--- config.mk ---
export PLATFORM = sky130hd
export DESIGN_NAME = addsub_arbiter
export DESIGN_NICKNAME = d
export VERILOG_FILES = /design/src/rtl/addsub_arbiter.sv
export SDC_FILE = /design/constraint.sdc
export NUM_CORES = 1
export LEC_CHECK = 0
export CELL_PAD_IN_SITES_DETAIL_PLACEMENT = 0
export CELL_PAD_IN_SITES_GLOBAL_PLACEMENT = 1
export CORE_MARGIN = 2
export CORE_UTILIZATION = 34
export CTS_CLUSTER_SIZE = 40
export DETAILED_ROUTE_END_ITERATION = 10
export PLACE_DENSITY = 0.82
export SYNTH_ARGS = -nofsm -noshare
export SYNTH_HDL_FRONTEND = slang
export SYNTH_SLANG_ARGS = --single-unit
--- constraint.sdc ---
create_clock -name CLK -period 4.2 [get_ports CLK]
set_clock_uncertainty 0.1 [all_clocks]
set_input_delay 0.63 -clock CLK [delete_from_list [all_inputs] [get_ports CLK]]
set_output_delay 0.63 -clock CLK [all_outputs]
set_load 0.01 [all_outputs]
--- src/rtl/addsub_arbiter.sv ---
`default_nettype none
// +----------------------------------------------------------------------------+
// | addsub_arbiter: round-robin arbiter sharing one ripple add/sub datapath.   |
// | Optional OVF output enabled by macro ADDSUB_ARB_OVF_EN.   Revision: 1.0    |
// +----------------------------------------------------------------------------+
module addsub_arbiter #(
  parameter int WIDTH = 8
) (
  input  logic             CLK,
  input  logic             RST_N,
  input  logic             REQ0,
  input  logic [WIDTH-1:0] A0,
  input  logic [WIDTH-1:0] B0,
  input  logic             MODE0,
  input  logic             REQ1,
  input  logic [WIDTH-1:0] A1,
  input  logic [WIDTH-1:0] B1,
  input  logic             MODE1,
  output logic             GNT0,
  output logic             GNT1,
  output logic             DONE0,
  output logic             DONE1,
  output logic [WIDTH-1:0] S,
  output logic             CO,
  output logic             BUSY
`ifdef ADDSUB_ARB_OVF_EN
  ,
  output logic             OVF
`endif
);

  typedef enum logic [1:0] {
    IDLE = 2'd0,
    EXEC = 2'd1,
    RESP = 2'd2
  } state_t;

  state_t           state_q, state_d;
  logic             sel_q, sel_d;
  logic             last_q, last_d;
  logic [WIDTH-1:0] a_q, a_d;
  logic [WIDTH-1:0] b_q, b_d;
  logic             mode_q, mode_d;
  logic [WIDTH-1:0] s_q, s_d;
  logic             co_q, co_d;
`ifdef ADDSUB_ARB_OVF_EN
  logic             ovf_q, ovf_d;
`endif
  logic             pick;

  // Subtract is A + ~B + 1: MODE both inverts B and seeds the carry chain.
  logic [WIDTH-1:0] b_x;
  logic [WIDTH-1:0] sum;
  logic [WIDTH:0]   carry;

  assign b_x      = b_q ^ {WIDTH{mode_q}};
  assign carry[0] = mode_q;

  for (genvar i = 0; i < WIDTH; i++) begin : g_ripple
    assign sum[i]     = a_q[i] ^ b_x[i] ^ carry[i];
    assign carry[i+1] = (a_q[i] & b_x[i]) | (carry[i] & (a_q[i] ^ b_x[i]));
  end

  always_comb begin
    state_d = state_q;
    sel_d   = sel_q;
    last_d  = last_q;
    a_d     = a_q;
    b_d     = b_q;
    mode_d  = mode_q;
    s_d     = s_q;
    co_d    = co_q;
`ifdef ADDSUB_ARB_OVF_EN
    ovf_d   = ovf_q;
`endif
    // On a tie the requester that did not win last time is chosen.
    pick    = (REQ0 && REQ1) ? ~last_q : REQ1;

    case (state_q)
      IDLE: begin
        if (REQ0 || REQ1) begin
          sel_d   = pick;
          last_d  = pick;
          a_d     = pick ? A1 : A0;
          b_d     = pick ? B1 : B0;
          mode_d  = pick ? MODE1 : MODE0;
          state_d = EXEC;
        end
      end
      EXEC: begin
        s_d     = sum;
        co_d    = carry[WIDTH];
`ifdef ADDSUB_ARB_OVF_EN
        ovf_d   = carry[WIDTH] ^ carry[WIDTH-1];
`endif
        state_d = RESP;
      end
      RESP: begin
        state_d = IDLE;
      end
      default: begin
        state_d = IDLE;
      end
    endcase
  end

  always_ff @(posedge CLK) begin
    if (!RST_N) begin
      state_q <= IDLE;
      sel_q   <= 1'b0;
      last_q  <= 1'b1;
      a_q     <= '0;
      b_q     <= '0;
      mode_q  <= 1'b0;
      s_q     <= '0;
      co_q    <= 1'b0;
`ifdef ADDSUB_ARB_OVF_EN
      ovf_q   <= 1'b0;
`endif
    end else begin
      state_q <= state_d;
      sel_q   <= sel_d;
      last_q  <= last_d;
      a_q     <= a_d;
      b_q     <= b_d;
      mode_q  <= mode_d;
      s_q     <= s_d;
      co_q    <= co_d;
`ifdef ADDSUB_ARB_OVF_EN
      ovf_q   <= ovf_d;
`endif
    end
  end

  // Outputs decode registered state only, so no input reaches an output combinationally.
  assign GNT0  = (state_q == EXEC) && !sel_q;
  assign GNT1  = (state_q == EXEC) &&  sel_q;
  assign DONE0 = (state_q == RESP) && !sel_q;
  assign DONE1 = (state_q == RESP) &&  sel_q;
  assign BUSY  = (state_q != IDLE);
  assign S     = s_q;
  assign CO    = co_q;
`ifdef ADDSUB_ARB_OVF_EN
  assign OVF   = ovf_q;
`endif

endmodule
`default_nettype wire

==> results.py, run 1 <==
metrics = {
    "setup_path": {
        "critical_path_arrival_ps": 3690,
        "cp_max_fo": 5,
        "critPathLaunchType": "flip-flop",
        "worst_setup_path_end_kind": "flip-flop",
        "critPathKind": "flip-flop to flip-flop",
        "worstPathRequired_ps": 4220,
    },
    "timing": {
        "fin_crit_ps": 3670,
        "rsz0062_at_grt": "no",
        "hold_violations": 0,
        "relSlewSlack_pct": 30.1,
        "hold_ws_ps": 355,
        "tightestPinTransition_ps": 1050,
        "timing.fmax_mhz": 272,
        "tns_ps": 0,
        "finalCritPeriodShare_pct": 87.4,
        "finalSetupViolCount": 0,
        "slew_viol_final": 0,
    },
    "final_layout": {
        "drive_gt1_share_pct": 10.7,
        "final_cell_mix": "clkdlybuf4s50_1 (51), nand2_1 (40), dfxtp_1 (30)",
        "final_common_cell": "clkdlybuf4s50_1",
        "final_util_pct": 47.3,
        "diodes": 0,
        "area_growth_pct": 36.5,
        "finalNetCount": 268,
    },
    "floorplanning": {
        "pin_count": 52,
        "row_count": 25,
        "die_area_sq_um": 5310,
        "core_area_sq_um": 4660,
        "fp.dieW_um": 72.9,
        "start_util_pct": 34.6,
        "die_h_um": 72.9,
    },
    "logic_synthesis": {
        "synth-simple-area-share_pct": 16.3,
        "syn_inst": 176,
        "ys_ff_latch": 30,
        "synth_mux_area_share_pct": 0.698,
        "synth_xor_area_share_pct": 4.34,
        "synth_warnings": 0,
        "syn_area_per_cell_sq_um": 9.17,
        "synthTopCellsByArea": "dfxtp_1 (37%), a311oi_2 (9.3%), nand2_1 (9.3%)",
        "ys_seq_area_share_pct": 37.2,
        "synth_compound_area_share_pct": 24.8,
        "ys.flop_type": "dfxtp_1",
        "syn_nets": 221,
        "yosysTopAreaCell": "dfxtp_1",
        "yosys.area.top_type_share_pct": 37.2,
        "synth_fa_ha_area_share_pct": 8.68,
        "synth_top_family_by_area": "compound AO/OA/AOI/OAI gates",
        "synth_cell_types": 29,
        "syn-cell-area_sq_um": 1610,
        "synth_edf_count": 0,
        "postSynth.asyncResetShare_pct": 0,
    },
    "clock_network": {
        "cts-root-buf": "clkbuf_8",
        "tritoncts": "yes",
        "cts_buffer_depth": 2,
        "post_cts_buffers": 0,
        "cts_hold_repair.buffers": 0,
        "cts_resized": 0,
        "clkTransAtPathRegs_ps": 60,
        "cts_buffers": 5,
        "h-tree-depth": 2,
        "clock-sinks": 30,
        "clk_latency_ps": 280,
    },
    "power": {
        "ir_drop_mv": 0.174,
        "cellLeakagePower_nw": 0.810,
        "finalPower_mw": 0.816,
        "power_density_nw_per_um2": 370,
    },
    "placement": {
        "routabilityCongestion": 0.827,
        "dp_hpwl_mm": 2.55,
        "port-buffer-count": 51,
    },
    "routing": {
        "wl_per_cell_um": 11.9,
        "drtAntennaViolNets": 0,
        "drtIter0Drc": 38,
        "wirelength_mm": 3.31,
        "drtPass1Iterations": 4,
        "vias_per_cell": 4.82,
        "drcViolationCount": 0,
        "vias": 1341,
    },
    "min_path": {
        "hp-class": "flip-flop to flip-flop",
    },
    "grt": {
        "grtUsageTotal_pct": 13.8,
        "grt_pass1_vias": 1267,
        "grt-ovfl-total": 0,
        "grt_pass1_wl_mm": 5.56,
        "antenna_found_initial": 0,
        "grt_max_degree": 30,
    },
    "run": {
        "max_cap_violations": 0,
    },
    "status": {
        "status": "finished clean",
    },
}
==> final timing paths <==
kind	slack (ps)	end	startpoint	cells past startpoint
worst max-delay path	530	S[7]	mode_q	12
worst min-delay path	350	S[7]	S[7]	2
worst max register to register	530	S[7]	mode_q	12
worst min register to register	350	S[7]	S[7]	2
==> sequential cells by signal, summed over array words and instances (netlist names) <==
name,cells
S,8
a_q,8
b_q,8
state_q,2
CO,1
last_q,1
mode_q,1
sel_q,1
==> critical path, stage by stage (launching register included) <==
cell	delay, ps
dfxtp_1	410
xor2_1	210
fa_1	200
inv_1	50
fa_1	370
fa_1	410
fa_1	390
fa_1	390
fa_1	370
inv_1	80
fa_1	410
nand2_1	70
a21oi_1	50
==> Yosys cell counts, types with 2 or more instances <==
cell type	count
a211oi_1	6
a21oi_1	21
a311oi_1	7
a311oi_2	10
buf_2	4
buf_4	3
buf_6	4
clkbuf_1	2
dfxtp_1	30
fa_1	7
inv_1	8
nand2_1	40
nand3_1	2
nor2_1	9
nor2_4	2
o21ai_0	2
xnor2_1	6
xor2_1	2
==> where the power goes <==
| part | switching (mW) | total [mW] | internal (mW) |
|---|---|---|---|
| Combinational | 0.118 | 0.243 | 0.125 |
| Clock | 0.100 | 0.232 | 0.132 |
| Sequential | 0.0228 | 0.340 | 0.318 |
| Total | 0.241 | 0.816 | 0.575 |
==> metal layers <==
| metal | up-vias | GRT usage, % | wire length, um |
|---|---|---|---|
| met5 | - | 0 | 0 |
| met1 | 603 | 15.7 | 1510 |
| met4 | 0 | 5.35 | 25 |
| li1 | 702 | - | - |
| met3 | 2 | 4.83 | 128 |
| met2 | 34 | 23.6 | 1640 |
==> per-stage QoR <==
step                      instance area [sq um]  instances  setup WS (ps)
after floorplan                            1610        176            634
after global placement                     2110        270            598
after detailed placement                   2110        270            536
after CTS                                  2200        278            523
after global routing                       2200        278            333
final                                      2200        278            529
==> layout make-up <==
class	instances	area, sq um
clock inverter	1	5.00
timing repair buffer	53	526
clock buffer	7	86.3
inverter	9	33.8
sequential	30	601
multi-input combinational	124	885
tap	54	67.6
fill	463	2460
==> logic make-up (layout without fill, tap and decap cells) <==
| group | count (synthesis) | after routing |
|---|---|---|
| XOR/XNOR | 8 | 8 |
| adder cells (fa/ha/maj) | 7 | 7 |
| AND/OR/NAND/NOR | 60 | 60 |
| AO/OA/AOI/OAI | 48 | 48 |
| buffers and inverters | 22 | 70 |
| multiplexers | 1 | 1 |
| flip-flops | 30 | 30 |
Power figures use the tool's default switching activity.
==> run 2: changes to the inputs <==
--- a/config.mk
+++ b/config.mk
@@ -7,7 +7,6 @@
 export LEC_CHECK = 0
 export CELL_PAD_IN_SITES_DETAIL_PLACEMENT = 0
 export CELL_PAD_IN_SITES_GLOBAL_PLACEMENT = 1
-export CORE_MARGIN = 2
 export CORE_UTILIZATION = 34
 export CTS_CLUSTER_SIZE = 40
 export DETAILED_ROUTE_END_ITERATION = 10
==> run 2 against run 1 <==
Final area down 0.11%. Wire length up 4.7%. Combinational power about the same. Sequential share of layout area about the same. Flip-flop and latch count unchanged. Critical endpoint unchanged. Worst setup slack worse by 73 ps.
==> results.py, run 2 (synthesis results as in run 1) <==
metrics = {
    "status": {
        "status": "finished clean",
    },
    "setup_path": {
        "worstPathRequired_ps": 4220,
        "cp_max_fo": 6,
        "critPathKind": "flip-flop to flip-flop",
        "critPathLaunchType": "flip-flop",
        "worst_setup_path_end_kind": "flip-flop",
        "critical_path_arrival_ps": 3760,
    },
    "timing": {
        "slew_viol_final": 0,
        "timing.fmax_mhz": 267,
        "tns_ps": 0,
        "hold_violations": 0,
        "relSlewSlack_pct": 30.5,
        "finalSetupViolCount": 0,
        "rsz0062_at_grt": "no",
        "fin_crit_ps": 3740,
        "tightestPinTransition_ps": 1040,
        "finalCritPeriodShare_pct": 89.1,
    },
    "clock_network": {
        "clkTransAtPathRegs_ps": 60,
        "post_cts_buffers": 0,
        "h-tree-depth": 2,
        "clock-sinks": 30,
        "cts_hold_repair.buffers": 0,
        "cts_buffers": 5,
        "cts_buffer_depth": 2,
        "tritoncts": "yes",
        "cts-root-buf": "clkbuf_8",
        "cts_resized": 0,
        "clk_latency_ps": 280,
    },
    "final_layout": {
        "final_cell_area_sq_um": 2200,
        "final_cell_mix": "clkdlybuf4s50_1 (51), nand2_1 (40), dfxtp_1 (30)",
        "final_common_cell": "clkdlybuf4s50_1",
        "area_growth_pct": 36.4,
        "diodes": 0,
        "finalNetCount": 268,
        "drive_gt1_share_pct": 10.7,
    },
    "power": {
        "ir_drop_mv": 0.167,
        "power_density_nw_per_um2": 373,
        "cellLeakagePower_nw": 0.810,
    },
    "floorplanning": {
        "row_count": 24,
        "fp.dieW_um": 70.9,
        "core_area_sq_um": 4440,
        "die_area_sq_um": 5030,
        "start_util_pct": 36.3,
        "die_h_um": 70.9,
        "pin_count": 52,
    },
    "routing": {
        "wirelength_mm": 3.47,
        "drtIter0Drc": 57,
        "vias": 1351,
        "drtAntennaViolNets": 0,
        "drtPass1Iterations": 6,
        "drcViolationCount": 0,
        "vias_per_cell": 4.89,
        "wl_per_cell_um": 12.6,
    },
    "grt": {
        "antenna_found_initial": 0,
        "grtUsageTotal_pct": 15.2,
        "grt_pass1_wl_mm": 5.84,
        "grt_max_degree": 30,
        "grt-ovfl-total": 0,
        "grt_pass1_vias": 1316,
    },
    "run": {
        "max_cap_violations": 0,
    },
    "placement": {
        "routabilityCongestion": 0.778,
        "port-buffer-count": 51,
        "placed_area_sq_um": 2110,
        "dp_hpwl_mm": 2.51,
    },
    "min_path": {
        "hp-class": "flip-flop to flip-flop",
    },
}
[run 2: cell counts in the layout (fill, tap and decap cells not counted)]
No cell type changed its count.
[run 2: stage by stage]
| step | util, % | hold slack [ps] | cells | setup WS, ps | total power [mW] |
|---|---|---|---|---|---|
| CTS | 49.5 | 357 | 276 | 463 | 0.832 |
| global route | 49.5 | 388 | 276 | 269 | 0.877 |
| global placement | 47.5 | 349 | 268 | 533 | 0.594 |
| detailed placement | 47.5 | 349 | 268 | 470 | 0.596 |
| finish | 49.5 | 354 | 276 | 456 | 0.820 |
| floorplan | - | 381 | 176 | 634 | 0.501 |
[run 2: worst paths after layout]
check | cells after the start | slack [ps] | startpoint | to
worst max-delay path | 12 | 460 | mode_q | S[7]
worst max register to register | 12 | 460 | mode_q | S[7]
worst min register to register | 2 | 350 | S[1] | S[1]
worst min-delay path | 2 | 350 | S[1] | S[1]
[run 2: critical path: stages (launching register included)]
cell and delay, ps:
dfxtp_1 460, xor2_1 220, fa_1 190, inv_1 50, fa_1 370, fa_1 400
fa_1 430, fa_1 400, fa_1 370, inv_1 80, fa_1 400, nand2_1 70
a21oi_1 50
[run 2: where the power goes]
part           switching (mW)  internal, mW  total (mW)
combinational           0.119         0.127       0.246
sequential             0.0236         0.318       0.341
clock                   0.101         0.132       0.233
total                   0.244         0.576       0.820
[run 2: routing by layer]
layer / track usage, % / part of all wire (%) / wire [um]
met1: 17.3 / 44 / 1510
met2: 26.5 / 50 / 1740
met3: 3.85 / 4.3 / 149
met4: 7.33 / 2.0 / 70
met5: 0 / 0 / 0
[run 2: final cells by class]
class,instances,area [sq um]
Clock buffer,7,86.3
Clock inverter,1,5.00
Fill cell,449,2240
Inverter,9,33.8
Multi-Input combinational cell,124,885
Sequential cell,30,601
Tap cell,52,65.1
Timing Repair Buffer,53,526
==> run 3: changes to the inputs <==
--- a/config.mk
+++ b/config.mk
@@ -10,7 +10,9 @@
 export CORE_UTILIZATION = 34
 export CTS_CLUSTER_SIZE = 40
 export DETAILED_ROUTE_END_ITERATION = 10
-export PLACE_DENSITY = 0.82
+export PLACE_DENSITY = 0.88
+export RECOVER_POWER = 100
+export REMOVE_ABC_BUFFERS = 1
 export SYNTH_ARGS = -nofsm -noshare
 export SYNTH_HDL_FRONTEND = slang
 export SYNTH_SLANG_ARGS = --single-unit
==> run 3 against run 2 <==
Global-route usage is 0.091 points higher. Sequential power about the same. Sequential share of layout area grew 0.093 points. Clock power is 2% higher. Wire length increased by 0.69%. Worst setup slack better by 150 ps. First-iteration DRC count is 12% higher. Maximum frequency grew 4.1%. Via count up 2.0%. Die area did not move. Final cell count unchanged.
==> results.py, run 3 (synthesis results as in run 1) <==
metrics = {
    "setup_path": {
        "r2r.worst_path.cells": 12,
        "slowest_delay_ps": 410,
        "critPathTopFamily": "adder cells",
        "path_buf_inv": 2,
        "worst_setup_path_end_kind": "flip-flop",
        "cp_slowest_cell": "fa_1",
        "critPathLaunchType": "flip-flop",
        "critPathLaunch": "mode_q",
        "critPathKind": "flip-flop to flip-flop",
        "r2r_start": "mode_q",
        "crit_path_end": "S[7]",
        "crit_top_cell": "fa_1",
        "ff2ff_setup_slack_ps": 600,
        "cp_max_fo": 3,
        "r2r_end": "S[7]",
        "worstPathRequired_ps": 4220,
        "worstPathCellList": "xor2_1 -> fa_1 -> inv_1 -> fa_1 -> fa_1 -> fa_1 -> fa_1 -> fa_1 -> inv_1 -> fa_1 -> nand2_1 -> a21oi_1",
        "critical_path_arrival_ps": 3620,
        "cp.depth": 12,
    },
    "grt": {
        "grt_max_degree": 30,
        "grtUsageTotal_pct": 15.3,
        "grt_pass1_vias": 1352,
        "grt_pass1_wl_mm": 5.91,
        "antenna_found_initial": 0,
        "grt-ovfl-total": 0,
    },
    "final_layout": {
        "final_util_pct": 49.4,
        "final_cell_mix": "nand2_1 (40), clkdlybuf4s50_1 (36), dfxtp_1 (30)",
        "area_growth_pct": 35.9,
        "diodes": 0,
        "finalNetCount": 268,
        "final_common_cell": "nand2_1",
        "multiInputGateArea_sq_um": 877,
        "drive_gt1_share_pct": 10.3,
        "stdcell_count": 276,
        "nFillCells": 458,
        "regArea_sq_um": 601,
    },
    "power": {
        "power_density_nw_per_um2": 372,
        "cellLeakagePower_nw": 0.845,
        "ir_drop_mv": 0.159,
    },
    "floorplanning": {
        "start_util_pct": 36.3,
        "die_h_um": 70.9,
        "fp.dieW_um": 70.9,
        "row_count": 24,
        "core_area_sq_um": 4440,
        "pin_count": 52,
        "die_area_sq_um": 5030,
    },
    "routing": {
        "drtPass1Iterations": 6,
        "vias": 1378,
        "drtAntennaViolNets": 0,
        "drcViolationCount": 0,
        "wl_per_cell_um": 12.6,
        "drtIter0Drc": 64,
        "wirelength_mm": 3.49,
        "vias_per_cell": 4.99,
    },
    "clock_network": {
        "tritoncts": "yes",
        "clk_latency_ps": 280,
        "clock-sinks": 30,
        "clkTransAtPathRegs_ps": 60,
        "h-tree-depth": 2,
        "cts_hold_repair.buffers": 0,
        "cts_resized": 0,
        "cts_buffer_depth": 2,
        "post_cts_buffers": 0,
        "cts_buffers": 5,
        "cts-root-buf": "clkbuf_8",
    },
    "timing": {
        "hold_violations": 0,
        "tns_ps": 0,
        "slew_viol_final": 0,
        "fin_crit_ps": 3600,
        "relSlewSlack_pct": 16.6,
        "finalSetupViolCount": 0,
        "finalCritPeriodShare_pct": 85.7,
        "hold_ws_ps": 359,
        "timing.fmax_mhz": 278,
        "rsz0062_at_grt": "no",
        "tightestPinTransition_ps": 1250,
    },
    "run": {
        "max_cap_violations": 0,
    },
    "placement": {
        "dp_hpwl_mm": 2.55,
        "dp_cells": 268,
        "routabilityCongestion": 0.783,
        "port-buffer-count": 51,
    },
    "min_path": {
        "hp-class": "flip-flop to flip-flop",
    },
    "status": {
        "status": "finished clean",
    },
}
==> run 3: cell count changes in the layout (fill, tap and decap cells not counted) <==
| cell | change |
|---|---|
| nor2_4 | -1 |
| nor2_1 | +1 |
| clkdlybuf4s50_1 | -15 |
| or2_1 | -1 |
| dlygate4sd3_1 | +15 |
| or2_0 | +1 |
==> run 3: layout make-up <==
cell class | instances | area share, %
Multi-Input combinational cell | 124 | 40.0
Sequential cell | 30 | 27.4
Timing Repair Buffer | 53 | 24.0
Clock buffer | 7 | 3.94
Tap cell | 52 | 2.97
Inverter | 9 | 1.54
Clock inverter | 1 | 0.228
==> run 3: worst min path at each step <==
stage	from	endpoint	cells past startpoint
finish	S[1]	S[1]	2
global route	CO	CO	2
CTS	S[1]	S[1]	2
detailed placement	S[1]	S[1]	2
global placement	S[1]	S[1]	2
floorplan	CO	CO	2
==> run 3: per-layer routing <==
layer,vias up,global-route usage (%),wire length (um)
met5,-,0,0
met4,0,5.33,59
met3,7,4.70,160
met2,40,26.9,1700
met1,635,17.5,1570
li1,696,-,-
==> run 3: stage by stage <==
stage	setup WS, ps	instance area (sq um)	power, mW
floorplan	549	1520	0.488
global placement	692	2110	0.589
detailed placement	583	2110	0.595
CTS	581	2200	0.831
global route	437	2190	0.866
finish	603	2190	0.817
==> run 3: tightest hold or removal path, stage by stage, from the launching register on <==
cell and delay, ps:
dfxtp_1 310, nand2_1 50, a21oi_1 50
==> run 3: report_power, final <==
group	internal (mW)	switching, mW
combinational	0.121	0.120
sequential	0.318	0.0209
clock	0.132	0.105
total	0.570	0.246
